--- src/rtl/fetch_unit.sv ---
// Instruction-fetch stage: owns PC and IR, fetches over req/ack, sequences FETCH->EXEC->UPDATE.
// Latency: 4 cycles per instruction with a zero-wait memory (FETCH, ack-FETCH, EXEC, UPDATE).
// Backpressure: FETCH holds req/addr until ack; FETCH_TIMEOUT_EN optionally aborts a stuck fetch into HALT.
module fetch_unit #(
    parameter int ADDR_W         = 8,
    parameter int INSTR_W        = 12,
    parameter int TIMEOUT_CYCLES = 15
) (
    input  logic               clk,
    input  logic               CLB,
    output logic               imem_req,
    output logic [ADDR_W-1:0]  imem_addr,
    input  logic [INSTR_W-1:0] imem_rdata,
    input  logic               imem_ack,
    input  logic               IncPC,
    input  logic               LoadPC,
    input  logic               SelPC,
    input  logic [ADDR_W-1:0]  reg_target,
    output logic [3:0]         Opcode,
    output logic [ADDR_W-1:0]  Operand,
    output logic               instr_valid,
    output logic [ADDR_W-1:0]  pc,
    output logic               halted,
    output logic               fetch_fault
);

    typedef enum logic [1:0] {
        S_FETCH  = 2'd0,
        S_EXEC   = 2'd1,
        S_UPDATE = 2'd2,
        S_HALT   = 2'd3
    } state_t;

    localparam logic [3:0] OP_HALT = 4'hF;

    state_t             state, state_nxt;
    logic [ADDR_W-1:0]  pc_q, pc_nxt;
    logic [INSTR_W-1:0] ir_q, ir_nxt;

`ifdef FETCH_TIMEOUT_EN
    localparam int CNT_W = (TIMEOUT_CYCLES > 1) ? $clog2(TIMEOUT_CYCLES + 1) : 1;
    logic [CNT_W-1:0]   cnt_q, cnt_nxt;
    logic               fault_q, fault_nxt;
`endif

    // State, PC, IR (and wait counter / sticky fault) registers; CLB abandons any fetch in flight.
    always_ff @(posedge clk or posedge CLB) begin
        if (CLB) begin
            state   <= S_FETCH;
            pc_q    <= '0;
            ir_q    <= '0;
`ifdef FETCH_TIMEOUT_EN
            cnt_q   <= '0;
            fault_q <= 1'b0;
`endif
        end else begin
            state   <= state_nxt;
            pc_q    <= pc_nxt;
            ir_q    <= ir_nxt;
`ifdef FETCH_TIMEOUT_EN
            cnt_q   <= cnt_nxt;
            fault_q <= fault_nxt;
`endif
        end
    end

    // Next-state, IR capture and PC update; UPDATE priority is HALT > load > increment > fall-through.
    always_comb begin
        state_nxt = state;
        pc_nxt    = pc_q;
        ir_nxt    = ir_q;
`ifdef FETCH_TIMEOUT_EN
        cnt_nxt   = '0;
        fault_nxt = fault_q;
`endif
        case (state)
            S_FETCH: begin
                // An ack in the same cycle the limit is reached still wins.
                if (imem_ack) begin
                    ir_nxt    = imem_rdata;
                    state_nxt = S_EXEC;
                end
`ifdef FETCH_TIMEOUT_EN
                else if (cnt_q == CNT_W'(TIMEOUT_CYCLES - 1)) begin
                    state_nxt = S_HALT;
                    fault_nxt = 1'b1;
                end else begin
                    cnt_nxt = cnt_q + CNT_W'(1);
                end
`endif
            end
            S_EXEC: begin
                // Controller registers its decision on this edge; IR is already stable.
                state_nxt = S_UPDATE;
            end
            S_UPDATE: begin
                if (Opcode == OP_HALT) begin
                    state_nxt = S_HALT;
                end else begin
                    state_nxt = S_FETCH;
                    if (LoadPC) begin
                        pc_nxt = SelPC ? reg_target : Operand;
                    end else if (IncPC) begin
                        pc_nxt = pc_q + ADDR_W'(1);
                    end else begin
                        // Not-taken conditional jump or non-branch opcode: sequential flow.
                        pc_nxt = pc_q + ADDR_W'(1);
                    end
                end
            end
            S_HALT: begin
                state_nxt = S_HALT;
            end
            default: begin
                state_nxt = S_FETCH;
            end
        endcase
    end

    // Request is gated by CLB so it drops the moment reset asserts mid-fetch.
    assign imem_req    = (state == S_FETCH) && !CLB;
    assign imem_addr   = pc_q;
    assign pc          = pc_q;
    assign Opcode      = ir_q[INSTR_W-1 -: 4];
    assign Operand     = ir_q[ADDR_W-1:0];
    assign instr_valid = (state == S_EXEC);
    assign halted      = (state == S_HALT);

`ifdef FETCH_TIMEOUT_EN
    assign fetch_fault = fault_q;
`else
    assign fetch_fault = 1'b0;
`endif

endmodule

--- config.mk ---
export PLATFORM = sky130hd
export DESIGN_NAME = fetch_unit
export DESIGN_NICKNAME = d
export VERILOG_FILES = /design/src/rtl/fetch_unit.sv
export SDC_FILE = /design/constraint.sdc
export NUM_CORES = 1
export LEC_CHECK = 0
export BUFFER_PORTS_ARGS = -buffer_cell sky130_fd_sc_hd__clkbuf_2
export CORE_MARGIN = 3
export CORE_UTILIZATION = 32
export DETAILED_ROUTE_END_ITERATION = 8
export GPL_TIMING_DRIVEN = 0
export MAX_ROUTING_LAYER = met4
export PLACE_DENSITY = 0.62
export SYNTH_ARGS = -nofsm -noshare
export SYNTH_HDL_FRONTEND = slang
export SYNTH_SLANG_ARGS = --single-unit
--- constraint.sdc ---
create_clock -name clk -period 1.7 [get_ports clk]
set_clock_uncertainty 0.15 [all_clocks]
set_input_delay 0.085 -clock clk [delete_from_list [all_inputs] [get_ports clk]]
set_output_delay 0.085 -clock clk [all_outputs]
set_load 0.02 [all_outputs]
* Yosys cells after proc, flatten, opt, wreduce, memory -nomap -nowiden *
Index checks and enable logic that the tools add are counted.

word-level totals
  register bits after elaboration = 22
  bits of input ports = 26
  logic and storage cells = 20

cells by class
  $add $sub $neg = 1
  eq/ne operators = 5
  multiplexer cells = 5
  bitwise operators = 1
  reduce and logical (&&, ||, !) cells = 5

operators with widths
  kind                   count
  $mux W8                2
  $add A8 B1 Y8 const B  1
  $pmux W2 S4            1
  $eq A2 B2 Y1 const B   2
  $eq A4 B4 Y1 const B   1
  $mux W2                2
  $reduce_and A2 Y1      2
  $eq A2 B1 Y1 const B   1
  $logic_not A2 Y1       1
  $ne A2 B2 Y1 const B   1
  $logic_and A1 B1 Y1    1
  $logic_not A1 Y1       1
  $not A1 Y1             1

* Logic depth before layout (Yosys ltp) *
Gate-level depths: netlist of the first run.

  depth after elaboration = 3
  mapped depth = 5
  depth with buffers taken out = 4

* Least setup slack after synthesis of the first run *
No wires, ideal clock.

  path kind = register -> register
  start = reg ir_q[10]
  end = reg pc_q[0], in the netlist imem_addr[0]
  arrival time = 1330 ps
  data required time = 1446 ps
  setup slack = 117 ps
  cell stages (with the launch flop) = 5
  path buffers = 1
  clock period less this slack = 1583 ps
  cell sequence = dfrtp_1 -> and4_4 -> buf_6 -> or4_1 -> o311ai_1

between the ends
  cells in the longest elaborated chain, start to end = 3

RTL lines
  element                             RTL line  source
  start: declaration                  38        logic [INSTR_W-1:0] ir_q, ir_nxt;
  start signal: assignment            59        ir_q <= ir_nxt;
  $eq A4 B4 Y1                        97        if (Opcode == OP_HALT) begin
  $not A1 Y1 (no source line)         --
  $reduce_and A2 Y1 (no source line)  --
  end signal: assignment              58        pc_q <= pc_nxt;
  end: declaration                    37        logic [ADDR_W-1:0] pc_q, pc_nxt;

Every way passes these cells.
A chain may end at the register's enable or synchronous reset.

* Worst setup path after layout of the first run *
  start = reg state[1]
  end = reg ir_q[4]

between the ends
  cells in the longest elaborated chain, start to end = 2

RTL lines
  element                             RTL line  source
  start: declaration                  36        state_t state, state_nxt;
  start signal: assignment            57        state <= state_nxt;
  $logic_not A2 Y1                    76        case (state)
  $reduce_and A2 Y1 (no source line)  --

Every way passes these cells.

==> metrics.md, run 1 <==
| Metric | Value |
|---|---|
| CP bufs+invs | `1` |
| Period utilization | `95.9%` |
| Worst rel slew slack | `44.0%` |
| DRC | `0` |
| Sw Ratio | `45.2%` |
| Setup Viol. Count Final | `0` |
| Gr ovfl total | `0` |
| Slowest CP cell | `dfrtp_1` |
| Initial antenna violation count | `0` |
| Final WS setup | `0.0699 ns` |
| Dpl ws | `0.0825 ns` |
| Delay-heaviest family, CP | `flip-flops` |
| Postcts setup bufs | `0` |
| Die ar. | `4690 µm²` |
| Rows | `22` |
| Crit path max fanout | `10` |
| Commonest non-fill, non-tap cell in the layout | `clkbuf_2` |
| Status | `finished, final reports clean` |
| CTS clk-pin slew, worst paths | `0.08 ns` |
| Comb pwr share | `53.7%` |
| Yosys top cell area share | `44.0%` |
| Initial Util | `33.6%` |
| Crit path largest cell delay | `0.46 ns` |
| Pint | `1.78 mW` |
| Final std cells w/o fill | `233` |
| Final Power | `3.24 mW` |
| Die width | `68.5 µm` |
| Gate Count Post-Synth | `114` |
| Die Span Y | `68.5 µm` |
| Per-cell routed wire length | `13.8 µm` |
| Final nets | `213` |
| CTS max path bufs | `2` |
| Post-Synthesis Net Count | `141` |
| Slew @ Worst Pin | `0.839 ns` |
| Pin count of the biggest net entering global routing | `23` |
| Hpwl dp | `2400 µm` |
| Layout Utilization | `47.7%` |
| Crit end category | `flop` |
| CTS Root Cell | `clkbuf_8` |
| Yosys cell types | `36` |
| Clock Sinks | `22` |
| Share of power burned in registers | `34.6%` |
| Placed cells | `215` |
| Final hold slack | `0.0790 ns` |
| Yosys reg bits | `22` |
| Pleak | `0.865 nW` |
| NetSw | `1.47 mW` |
| Port bufs | `53` |
| Placer Congestion | `0.794` |
| Total Routing Usage GR | `14.6%` |
| Vias in the first global route | `1118` |
| DRT Pass-1 Iters | `4` |
| Critical Path AT | `1.63 ns` |
| DR vias/cell | `4.93` |
| Worst Hold Class | `input pin to flop` |
| Final hold vios | `0` |
| Total negative slack | `0 ns` |
| Worst EP required | `1.70 ns` |
| Core area | `3720 µm²` |
| Cts bufs inserted | `3` |
| Area grow syn2layout | `41.8%` |
| Fmax | `613 MHz` |
| Worst-path cell chain | `nor3b_2 -> buf_4 -> mux2_2` |
| Most frequent cells in the layout | `53 x clkbuf_2, 22 x dfrtp_1, 16 x mux2_2` |
| Post-route ant nets | `0` |
| CTS H-tree lvls | `1` |
| First-pass GRT wire length | `5010 µm` |
| Skew-Pair Late Insertion Delay | `0.26 ns` |
| Post-route cell area | `1770 µm²` |
| Max-slew violation count | `0` |
| Synth warn | `0` |
| Via count | `1148` |
| RSZ-0062 raised after global routing | `no` |
| Max-cap violations | `0` |
| Setup Crit Path Kind | `flop to flop` |
| Syn Area/Cell | `11.0 µm²` |
| Top cells by area, synth | `dfrtp_1 44%, mux2_2 14%, buf_4 6.0%` |
| VDD IR max | `0.000737 V` |
| IO Count | `58` |
| Sequential share of the synthesized area | `44.0%` |
| DR iter-0 viols | `19` |
| Startpoint Class | `flop` |
| Synth area leader | `dfrtp_1` |
| Placed Area | `1580 µm²` |
| # diodes | `0` |
| Post-Syn Area | `1250 µm²` |
| Layout cells sized above 1 | `48.6%` |
| Final min period | `1.63 ns` |
| WL final | `3220 µm` |
| Power Density | `1830 nW/µm²` |
| Clk network pwr share | `11.7%` |
| CTS tree | `built` |
==> cell families after synthesis <==
kind of cell	count (synthesis)	synth area share (%)
adder cells (fa/ha/maj)	1	1.00
buffers and inverters	18	9.31
other	1	0.300
AND/OR/NAND/NOR	26	12.8
AO/OA/AOI/OAI	24	13.3
flip-flops	22	44.0
multiplexers	22	19.2
==> state kept, by name, summed over array words and instances, names as in the netlist <==
register and count:
imem_addr 8, ir_q 12, state 2
==> power by group through the flow <==
stage,logic (mW),registers (mW),clock network [mW]
6_report,1.74,1.12,0.379
3_5_place_dp,1.72,1.13,0
5_1_grt,1.89,1.17,0.417
3_3_place_gp,1.70,1.10,0
4_1_cts,1.76,1.11,0.396
2_1_floorplan,0.939,1.33,0
==> synth_stat cells <==
library cell,n
and4_1,1
mux2_2,16
a22oi_1,3
nand2b_1,1
buf_6,1
o22a_1,2
a21oi_1,4
nor2b_1,2
nand2_1,4
a211oi_1,3
nand4_1,1
and4b_1,1
and3_1,1
o21ai_0,4
nor3b_2,1
o31ai_1,1
and4_4,1
buf_4,10
a32o_1,1
mux2i_1,6
o211ai_1,3
or4_1,1
nand3_1,1
a211o_1,1
o311ai_1,1
and3b_1,1
nor2_1,5
nor3_1,2
a31oi_1,1
conb_1,1
and2_1,1
dfrtp_1,22
inv_1,4
buf_2,3
nor3b_1,2
ha_1,1
==> worst reg2reg max path, stage by stage (launching register included) <==
cell	delay (ns)
dfrtp_1	0.46
nor3b_2	0.31
buf_4	0.25
mux2_2	0.35
==> metal layers <==
layer | routed length [µm] | vias up | global-route usage [%]
li1 | - | 551 | -
met1 | 1440 | 544 | 18.4
met2 | 1530 | 48 | 22.6
met3 | 224 | 5 | 3.08
met4 | 31 | 0 | 5.96
met5 | 0 | - | -
==> timing repair <==
action,in CTS,in global routing
hold buffers,14,0
hold endpoints to repair,35,0
endpoints found under the setup margin,0,1
gates resized for setup,0,1
==> area by class of cell <==
cell class                      instances  area (µm²)
Tap cell                               48        60.1
Clock buffer                            4        55.1
Fill cell                             337        1940
Timing Repair Buffer                   67         405
Multi-Input combinational cell         74         586
Buffer                                 14         101
Inverter                                4        15.0
Sequential cell                        22         551
==> final timing paths <==
kind                            cells past startpoint  slack, ns     startpoint            to
worst max-delay path                                3       0.07       state[1]       ir_q[4]
worst min-delay path                                3       0.08  reg_target[0]  imem_addr[0]
worst max register to register                      3       0.07       state[1]       ir_q[4]
worst min register to register                      1       0.39        ir_q[2]       ir_q[2]
max in group asynchronous                           3       0.49            CLB      ir_q[10]
min in group asynchronous                           3       0.39            CLB  imem_addr[4]
Note: power is estimated with default switching activity, not from simulation.
==> run 2: changes to the inputs <==
--- a/config.mk
+++ b/config.mk
@@ -9,9 +9,11 @@
 export CORE_MARGIN = 3
 export CORE_UTILIZATION = 32
 export DETAILED_ROUTE_END_ITERATION = 8
+export GPL_ROUTABILITY_DRIVEN = 0
 export GPL_TIMING_DRIVEN = 0
 export MAX_ROUTING_LAYER = met4
 export PLACE_DENSITY = 0.62
+export REMOVE_ABC_BUFFERS = 1
 export SYNTH_ARGS = -nofsm -noshare
 export SYNTH_HDL_FRONTEND = slang
 export SYNTH_SLANG_ARGS = --single-unit
==> metrics.md, run 2 (same netlist as run 1, synthesis figures left out) <==
| Metric | Value |
|---|---|
| Status | `finished, final reports clean` |
| Startpoint Class | `flop` |
| Placed Area | `1480 µm²` |
| Crit end category | `flop` |
| Post-route ant nets | `0` |
| Dpl ws | `-0.344 ns` |
| Worst Setup EP | `imem_addr[1]` |
| Layout cells sized above 1 | `45.7%` |
| Pin count of the biggest net entering global routing | `23` |
| Max-slew violation count | `0` |
| DRC | `0` |
| Fmax | `630 MHz` |
| Die ar. | `4690 µm²` |
| CTS H-tree lvls | `1` |
| RSZ-0062 raised after global routing | `no` |
| Die Span Y | `68.5 µm` |
| Final min period | `1.59 ns` |
| Biggest register | `ir_q` |
| Power Density | `1830 nW/µm²` |
| Met1 usage | `17.3%` |
| Skew-Pair Late Insertion Delay | `0.26 ns` |
| Top Usage Layer GRT | `met2` |
| Pleak | `0.820 nW` |
| Area grow syn2layout | `36.2%` |
| Final WS setup | `0.112 ns` |
| Setup Crit Path Kind | `flop to flop` |
| Vias in the first global route | `1034` |
| Most frequent cells in the layout | `55 x clkbuf_2, 22 x dfrtp_1, 16 x mux2_2` |
| R2R Path Start | `state[0]` |
| Total negative slack | `0 ns` |
| Total Routing Usage GR | `14.3%` |
| Worst Hold Class | `input pin to flop` |
| R2r endpoint | `imem_addr[1]` |
| IO Count | `58` |
| CTS Root Cell | `clkbuf_8` |
| Crit path max fanout | `8` |
| Setup Viol. Count Final | `0` |
| Final hold slack | `0.0473 ns` |
| CTS clk-pin slew, worst paths | `0.08 ns` |
| CTS max path bufs | `2` |
| Port bufs | `55` |
| Critical Path AT | `1.59 ns` |
| Final Power | `3.11 mW` |
| Gr ovfl total | `0` |
| Worst EP required | `1.70 ns` |
| GR Layer Usage met2 | `24.4%` |
| WL final | `3100 µm` |
| R2R setup slack | `0.11 ns` |
| DR vias/cell | `4.81` |
| Clock Sinks | `22` |
| Hpwl dp | `2220 µm` |
| CTS tree | `built` |
| Initial Util | `33.6%` |
| Number of filler cells placed in the layout | `364` |
| DR iter-0 viols | `63` |
| VDD IR max | `0.000556 V` |
| Max reg flops | `12` |
| Die width | `68.5 µm` |
| Max-cap violations | `0` |
| Final nets | `203` |
| Worst rel slew slack | `44.2%` |
| Core area | `3720 µm²` |
| Initial antenna violation count | `0` |
| Cts bufs inserted | `3` |
| DRT Pass-1 Iters | `4` |
| R2R depth | `3` |
| Commonest non-fill, non-tap cell in the layout | `clkbuf_2` |
| GR Util met3 | `0.972%` |
| Via count | `1073` |
| First-pass GRT wire length | `4810 µm` |
| Period utilization | `93.4%` |
| Per-cell routed wire length | `13.9 µm` |
| Crit path launch | `state[0]` |
| Final hold vios | `0` |
| # diodes | `0` |
| Rows | `22` |
| Post-route cell area | `1700 µm²` |
| Slew @ Worst Pin | `0.836 ns` |
run 2: changes by cell type in the layout (fill, tap and decap cells not counted), sizes merged:
| cell | change |
|---|---|
| buf | -12 |
| clkbuf | +2 |
run 2: report_power, final:
part	switching [mW]	leakage [nW]	internal, mW
sequential	0.316	0.256	0.787
combinational	0.952	0.535	0.686
clock	0.164	0.0288	0.206
total	1.43	0.820	1.68
run 2: what timing repair did:
item                                    4_1_cts  5_1_grt
hold endpoints to repair                     35        0
buffers inserted                              2        0
gates resized for setup                       1        1
endpoints found under the setup margin       12        1
pin swaps                                     1        0
hold buffers                                 14        0
run 2: how the worst min path moves through the flow:
stage	start	end	cells past startpoint
floorplan	CLB	imem_addr[0]	1
global placement	CLB	state[1]	2
detailed placement	CLB	state[1]	2
CTS	reg_target[0]	imem_addr[0]	3
global route	reg_target[0]	imem_addr[0]	3
finish	reg_target[0]	imem_addr[0]	3
run 2: per-layer routing:
metal	vias up	wire, µm
met5	-	0
met4	0	30
met3	2	118
met2	28	1620
met1	511	1330
li1	532	-
run 2: area by class of cell:
cell class | instances | area [µm²] | area share, %
Clock buffer | 4 | 55.1 | 3.23
Inverter | 4 | 15.0 | 0.882
Multi-Input combinational cell | 74 | 592 | 34.8
Tap cell | 48 | 60.1 | 3.53
Timing Repair Buffer | 71 | 430 | 25.3
Sequential cell | 22 | 551 | 32.3
run 2: worst max-delay path: stages (launching register included):
cell      delay, ns
dfrtp_1        0.46
nand2b_1       0.31
nor2_2         0.21
mux2_2         0.35
run 2: metrics by stage:
step,utilization (%),instances
after global routing,45.8,223
after detailed placement,39.9,203
after global placement,39.9,203
after floorplan,-,100
final,45.8,223
after CTS,45.8,223
